$ cat config.mk
export PLATFORM = sky130hd
export DESIGN_NAME = alu32_cmd_sequencer
export DESIGN_NICKNAME = d
export VERILOG_FILES = /design/src/rtl/alu32_pkg.sv /design/src/rtl/alu32_rsp_fifo.sv /design/src/rtl/alu32_cmd_sequencer.sv
export SDC_FILE = /design/constraint.sdc
export NUM_CORES = 1
export LEC_CHECK = 0
export ABC_AREA = 1
export CAP_MARGIN = 15
export CELL_PAD_IN_SITES_DETAIL_PLACEMENT = 1
export CELL_PAD_IN_SITES_GLOBAL_PLACEMENT = 1
export CORE_MARGIN = 2
export CORE_UTILIZATION = 41
export CTS_BUF_LIST = sky130_fd_sc_hd__clkbuf_8
export DETAILED_ROUTE_END_ITERATION = 10
export PLACE_DENSITY = 0.92
export REMOVE_ABC_BUFFERS = 1
export SLEW_MARGIN = 10
export SYNTH_ARGS = -nofsm -noshare
export SYNTH_HDL_FRONTEND = slang
export SYNTH_SLANG_ARGS = --single-unit
$ cat constraint.sdc
create_clock -name clk -period 11.1 [get_ports clk]
set_input_delay 1.11 -clock clk [delete_from_list [all_inputs] [get_ports clk]]
set_output_delay 1.11 -clock clk [all_outputs]
set_load 0.05 [all_outputs]
$ cat src/rtl/alu32_pkg.sv
// Shared definitions for the alu32 command sequencer: default data width and ALU op encodings.
`timescale 1ns/100ps
package alu32_pkg;

  localparam int WIDTH = 32;

  typedef enum logic [1:0] {
    OP_ADD = 2'b00,
    OP_SUB = 2'b01,
    OP_AND = 2'b10,
    OP_OR  = 2'b11
  } alu_op_e;

endpackage

$ cat src/rtl/alu32_rsp_fifo.sv
// Response FIFO for the alu32 sequencer: WIDTH x DEPTH, registered occupancy count, async reset.
`timescale 1ns/100ps
module alu32_rsp_fifo #(
  parameter int WIDTH = 32,
  parameter int DEPTH = 4
) (
  input  logic                     clk,
  input  logic                     rst,
  input  logic                     wr_en,
  input  logic [WIDTH-1:0]         wr_data,
  input  logic                     rd_en,
  output logic [WIDTH-1:0]         rd_data,
  output logic [$clog2(DEPTH):0]   count
);
  import alu32_pkg::*;

  localparam int AW = $clog2(DEPTH);
  localparam int CW = AW + 1;

  logic [WIDTH-1:0] mem_q [DEPTH];
  logic [WIDTH-1:0] mem_d [DEPTH];
  logic [AW-1:0]    wr_ptr_q, wr_ptr_d;
  logic [AW-1:0]    rd_ptr_q, rd_ptr_d;
  logic [CW-1:0]    count_q, count_d;

  always_comb begin
    mem_d    = mem_q;
    wr_ptr_d = wr_ptr_q;
    rd_ptr_d = rd_ptr_q;
    count_d  = count_q;
    if (wr_en) begin
      mem_d[wr_ptr_q] = wr_data;
      wr_ptr_d        = wr_ptr_q + 1'b1;
    end
    if (rd_en) begin
      rd_ptr_d = rd_ptr_q + 1'b1;
    end
    case ({wr_en, rd_en})
      2'b10:   count_d = count_q + 1'b1;
      2'b01:   count_d = count_q - 1'b1;
      default: count_d = count_q;
    endcase
  end

  always_ff @(posedge clk or posedge rst) begin
    if (rst) begin
      mem_q    <= '{default: '0};
      wr_ptr_q <= '0;
      rd_ptr_q <= '0;
      count_q  <= '0;
    end else begin
      mem_q    <= mem_d;
      wr_ptr_q <= wr_ptr_d;
      rd_ptr_q <= rd_ptr_d;
      count_q  <= count_d;
    end
  end

  // Head is masked to zero when empty so stale entries never leak out.
  assign rd_data = (count_q == '0) ? '0 : mem_q[rd_ptr_q];
  assign count   = count_q;

  a_no_overflow : assert property (@(posedge clk) disable iff (rst)
    !(wr_en && !rd_en && (count_q == CW'(DEPTH))));
  a_no_underflow : assert property (@(posedge clk) disable iff (rst)
    !(rd_en && (count_q == '0)));

endmodule

$ cat src/rtl/alu32_cmd_sequencer.sv
// Streams operand commands into a registered alu32 and returns its results in order
// through a credit-limited response FIFO.
`timescale 1ns/100ps
module alu32_cmd_sequencer #(
  parameter int WIDTH     = alu32_pkg::WIDTH,
  parameter int ALU_LAT   = 1,
  parameter int RSP_DEPTH = 4
) (
  input  logic             clk,
  input  logic             rst,
  input  logic             cmd_valid,
  output logic             cmd_ready,
  input  logic [WIDTH-1:0] cmd_a,
  input  logic [WIDTH-1:0] cmd_b,
  input  logic [1:0]       cmd_sel,
  output logic [WIDTH-1:0] alu_a,
  output logic [WIDTH-1:0] alu_b,
  output logic [1:0]       alu_sel,
  input  logic [WIDTH-1:0] alu_out,
  output logic             rsp_valid,
  input  logic             rsp_ready,
  output logic [WIDTH-1:0] rsp_data,
  output logic             busy,
  output logic [15:0]      issue_count
);
  import alu32_pkg::*;

  localparam int CW = $clog2(RSP_DEPTH) + 1;

  logic [WIDTH-1:0] alu_a_q, alu_a_d;
  logic [WIDTH-1:0] alu_b_q, alu_b_d;
  logic [1:0]       alu_sel_q, alu_sel_d;
  logic [ALU_LAT:0] tag_q, tag_d;
  logic [CW-1:0]    inflight_q, inflight_d;
  logic [15:0]      issue_count_q, issue_count_d;

  logic [CW-1:0]    occupancy;
  logic             accept;
  logic             capture;
  logic             pop;

  // Credits count both in-flight ops and buffered results, so the FIFO can never overflow.
  assign cmd_ready = ({1'b0, inflight_q} + {1'b0, occupancy}) < (CW+1)'(RSP_DEPTH);
  assign accept    = cmd_valid && cmd_ready;
  assign capture   = tag_q[ALU_LAT];
  assign rsp_valid = (occupancy != '0);
  assign pop       = rsp_valid && rsp_ready;

  always_comb begin
    alu_a_d       = alu_a_q;
    alu_b_d       = alu_b_q;
    alu_sel_d     = alu_sel_q;
    inflight_d    = inflight_q;
    issue_count_d = issue_count_q;
    tag_d         = (tag_q << 1) | (ALU_LAT+1)'(accept);
    if (accept) begin
      alu_a_d       = cmd_a;
      alu_b_d       = cmd_b;
      alu_sel_d     = cmd_sel;
      issue_count_d = issue_count_q + 16'd1;
    end
    case ({accept, capture})
      2'b10:   inflight_d = inflight_q + 1'b1;
      2'b01:   inflight_d = inflight_q - 1'b1;
      default: inflight_d = inflight_q;
    endcase
  end

  always_ff @(posedge clk or posedge rst) begin
    if (rst) begin
      alu_a_q       <= '0;
      alu_b_q       <= '0;
      alu_sel_q     <= 2'b00;
      tag_q         <= '0;
      inflight_q    <= '0;
      issue_count_q <= '0;
    end else begin
      alu_a_q       <= alu_a_d;
      alu_b_q       <= alu_b_d;
      alu_sel_q     <= alu_sel_d;
      tag_q         <= tag_d;
      inflight_q    <= inflight_d;
      issue_count_q <= issue_count_d;
    end
  end

  alu32_rsp_fifo #(
    .WIDTH (WIDTH),
    .DEPTH (RSP_DEPTH)
  ) u_rsp_fifo (
    .clk     (clk),
    .rst     (rst),
    .wr_en   (capture),
    .wr_data (alu_out),
    .rd_en   (pop),
    .rd_data (rsp_data),
    .count   (occupancy)
  );

  assign alu_a       = alu_a_q;
  assign alu_b       = alu_b_q;
  assign alu_sel     = alu_sel_q;
  assign busy        = (inflight_q != '0) || (occupancy != '0);
  assign issue_count = issue_count_q;

endmodule
# Yosys cells after proc, flatten, opt, wreduce, memory -nomap -nowiden
# Cells that the tools add are included.
# W data, S select, Z words.
# totals
reg_bits	222
input_bits	102
out_inout_bits	117
wordCells	50
# classes
addsub	8
magnitude_cmp	4
n_eq_ne	4
muxes	9
bitwise	3
n_reduce_logical	9
# ops
operator	n
$bwmux W128	1
$mux W32	4
$bmux W32 S2	1
$demux W32 S2	1
$add A16 B1 Y16 const B	1
$pmux W3 S2	2
$add A3 B1 Y3 const B	2
$ge A3 B3 Y1 const B	2
$not A2 Y3	2
$reduce_bool A3 Y1	2
$sub A3 B1 Y3 const B	2
$add A2 B1 Y2 const B	2
$add A3 B3 Y4	1
$eq A2 B1 Y1 const B	2
$eq A2 B2 Y1 const B	2
$lt A4 B3 Y1 const B	1
$reduce_bool A2 Y1	2
$logic_and A1 B1 Y1	3
$logic_not A3 Y1	1
$lt A3 B1 Y1 const B	1
$or A2 B1 Y2	1
$logic_or A1 B1 Y1	1

# Longest topological paths before layout
# logic_depth
word_depth	6
mapped_depth	10
mapped_depth_nobuf	9

# Cells and area by module
# Synthesis repeated with hierarchy kept, for this count alone.
# unflattened
hier_cells	1294
area_unflattened_um2	10446.3
# by_module_without_submodules
module	instances	cells_per_inst	area_per_inst_um2	seq_area_each_um2
alu32_rsp_fifo	1	861	6757.7	3378.2
alu32_cmd_sequencer	1	433	3688.5	2177.1

# Least setup slack after synthesis
# Ideal clock, no wire load.
# synth_timing
path_kind	register to output
from	reg u_rsp_fifo.rd_ptr_q[0]
to	out rsp_data[25]
arrival_ns	1.667
required_time_ns	9.990
path_slack_ns	8.323
stages_incl_launch_ff	7
path_buffers	2
path_cell_list	dfrtp_1 buf_4 buf_2 nor2_1 nor2_1 o21ai_0 a21oi_1
# synth_between
elab_chain_cells	5
# synth_lines
item	line	text
start: declaration	alu32_rsp_fifo.sv:23	logic [AW-1:0] rd_ptr_q, rd_ptr_d;
start signal: assignment	alu32_rsp_fifo.sv:54	rd_ptr_q <= rd_ptr_d;
$not A2 Y3 (not written as such)	alu32_rsp_fifo.sv:60	assign rd_data = (count_q == '0) ? '0 : mem_q[rd_ptr_q];
$bmux W32 S2	alu32_rsp_fifo.sv:60	
$mux W32 (not written as such) (2 in a row)	alu32_rsp_fifo.sv:60	
$mux W32	alu32_rsp_fifo.sv:60	
end: declaration	alu32_cmd_sequencer.sv:22	output logic [WIDTH-1:0] rsp_data,
# No other way between the ends. The select of a mux whose other input is x is not followed.

# Worst setup path in the final report
# layout_timing
from	reg u_rsp_fifo.rd_ptr_q[1]
to	out rsp_data[23]
# The elaborated chain is that of the path after synthesis.

==> results.txt <==
Internal - 2.46 mW
Switch Pwr - 2.35 mW
Sink Count - 222
Commonest non-fill, non-tap cells in the layout - nand2_1, dfrtp_1, clkdlybuf4s50_1
CTS max path bufs - 3
# nets final - 1471
First-pass GRT wire length - 49.7 mm
Pins Over Slew Limit - 0
Postcts setup bufs - 0
Synthesized area per cell - 8.38 µm²
Status - finished clean
Iteration-0 DRC Markers - 432
CP arrival - 3.00 ns
Max Fclk - 0.243 GHz
GR Util All Layers - 25.4%
Fin crit share - 37.1%
Synthesized flop and latch total - 222
Crit-path max FO - 33
PortBufs - 218
DR WL/cell - 18.0 µm
Total number of vias - 8688
Final setup vio count - 0
Largest net degree at the start of global routing - 148
Worst-Margin Slew - 1.12 ns
Final HPWL DP - 19.5 mm
Crit path largest cell delay - 0.86 ns
Yosys warns - 0
Worst IR Drop VDD - 0.000230 V
Final hold slack - 0.348 ns
H-tree depth - 2
Crit path launch type - register
Top delay family on crit path - buffers and inverters
Root buf cell - clkbuf_8
Clock network power share - 16.0%
Worst path slowest cell - clkdlybuf4s50_1
WP buf/inv - 3
Final wirelength - 30.7 mm
Commonest non-fill, non-tap cell in the layout - nand2_1
Final hold vios - 0
Cell Chain, Critical Path - buf_4, inv_2, nor2_1, o21ai_0, a21oi_1, clkdlybuf4s50_1
Setup_tns - 0 ns
RSZ-0062 raised after global routing - no
Area post-placement - 0.0120 mm²
Initial core utilization - 41.5%
RePlAce Congestion - 0.734
Hold Path Class - reg -> reg
Max cap viols - 0
Sw frac - 48.9%
LEAKAGE - 6.17 nW
Inserted Diodes - 0
Slew HR - 25.4%
Sequential-to-total area share from yosys stat - 57.4%
Finished layout cell area - 0.0128 mm²
CORE AREA - 0.0233 mm²
Clock latency on the worst-skew pair - 0.52 ns
Core Rows - 56
CTS tree - done
Die width - 158 µm
PD cells - 375 mW/mm²
Total gr overflow - 0
DRT Pass-1 Iters - 5
Worst Setup End Kind - output port
Min Tclk post-route - 4.11 ns
Die ar. - 0.0248 mm²
# DRC - 0
Vias/cell - 5.10
Comb pwr share - 54.0%
Fin Clk Skew - 0.0239 ns
Syn Std Cell Area - 0.00968 mm²
Vias in the first global route - 9583
Die Y - 158 µm
Clock transition at path regs - 0.06 ns
Gate Count Post-Synth - 1154
CTS resizes - 0
Unique cell type count in the Yosys netlist - 23
CP required - 9.99 ns
Crit Path Class - reg -> out
Share of layout cells above drive strength 1 - 5.49%
Initial antenna violation count - 1
FILL cells - 2738
I/O pin total - 219
Routed Antenna Nets - 0
Layout Area Growth over Synthesis - 32.7%
Reg power frac - 30.0%
Total CTS buffers - 40
CTS Hold Bufs - 0
routing by layer:
metal	up-vias	global-route usage, %	share of wire, %
met1	4289	29.6	40
met2	283	44.1	50
met5	-	0	0.036
met4	2	8.18	2.7
li1	4056	-	-
met3	58	8.38	7.8
cells in the mapped netlist:
cell type | instances | share of area [%]
nor2_1 | 142 | 5.5
buf_4 | 5 | 0.39
nand2_1 | 378 | 15
o21ai_0 | 201 | 10
nand3b_1 | 3 | 0.23
nor3_4 | 1 | 0.17
fa_1 | 2 | 0.41
buf_1 | 3 | 0.12
nor2_2 | 1 | 0.065
ha_1 | 9 | 1.2
buf_2 | 28 | 1.4
nand4_1 | 4 | 0.26
inv_1 | 63 | 2.4
a21oi_1 | 34 | 1.8
nor3_1 | 1 | 0.052
xnor2_1 | 5 | 0.45
nand3_1 | 15 | 0.78
dfrtp_1 | 222 | 57
clkinv_1 | 1 | 0.039
buf_6 | 6 | 0.70
xor2_1 | 6 | 0.54
clkbuf_1 | 23 | 0.89
nand3_2 | 1 | 0.10
registers in the layout (all words and copies together) (netlist names):
register and cells:
u_rsp_fifo.mem_q 128, alu_a 32, alu_b 32, issue_count 16, inflight_q 3, u_rsp_fifo.count 3
alu_sel 2, tag_q 2, u_rsp_fifo.rd_ptr_q 2, u_rsp_fifo.wr_ptr_q 2
per-stage QoR:
step / worst slack, ns / util, % / cells / power [mW]
floorplan: 3.91 / - / 1089 / 3.09
global placement: 7.02 / 51.4 / 1634 / 3.89
detailed placement: 7.20 / 51.5 / 1635 / 4.03
CTS: 6.60 / 55.0 / 1703 / 4.85
global route: 6.78 / 55.0 / 1703 / 5.14
finish: 6.99 / 55.0 / 1703 / 4.81
path summary, 6_finish.rpt:
check	start	to	slack, ns	cells after the start
min	tag_q[0]$_DFF_PP0_	tag_q[1]$_DFF_PP0_	0.35	0
max reg2reg	u_rsp_fifo.count[1]$_DFFE_PP0P_	inflight_q[2]$_DFFE_PP0P_	8.18	10
max	u_rsp_fifo.rd_ptr_q[1]$_DFFE_PP0N_	rsp_data[23]	6.99	6
min reg2reg	tag_q[0]$_DFF_PP0_	tag_q[1]$_DFF_PP0_	0.35	0
max in group asynchronous	rst	issue_count[15]$_DFFE_PP0P_	8.18	3
min in group asynchronous	rst	alu_a[2]$_DFFE_PP0P_	1.22	2
power groups by stage:
stage / combinational [mW] / sequential [mW] / clock [mW]
floorplan: 1.27 / 1.83 / 0
global placement: 2.48 / 1.41 / 0
detailed placement: 2.59 / 1.44 / 0
CTS: 2.62 / 1.44 / 0.786
global route: 2.83 / 1.49 / 0.824
finish: 2.60 / 1.44 / 0.769
kinds of logic after synthesis:
group / count (synthesis) / share of synthesized area, %
AOI/OAI and AO/OA: 235 / 12.2
adders and majority gates: 11 / 1.58
xor gates and xnor gates: 11 / 0.996
buffers and inverters: 129 / 6.03
DFF: 222 / 57.4
and+or+nand+nor: 546 / 21.8
worst reg2reg max path: stages, from the launching register on:
cell and delay [ns]:
dfrtp_1 0.43, ha_1 0.31, nand3_1 0.14, nand4_1 0.12, buf_4 0.63, ha_1 0.33, inv_1 0.07, fa_1 0.37
a21oi_1 0.14, o21ai_0 0.11, xor2_1 0.15
cell type report:
cell class                 count  area [µm²]  area share (%)
sequential                   222        5560            43.3
multi-input combinational    803        3560            27.7
timing repair buffer         227        2270            17.7
clock buffer                  52         716            5.58
tap                          319         399            3.11
inverter                      64         248            1.93
clock inverter                16        91.3           0.712
(Power assumes the default switching activity.)
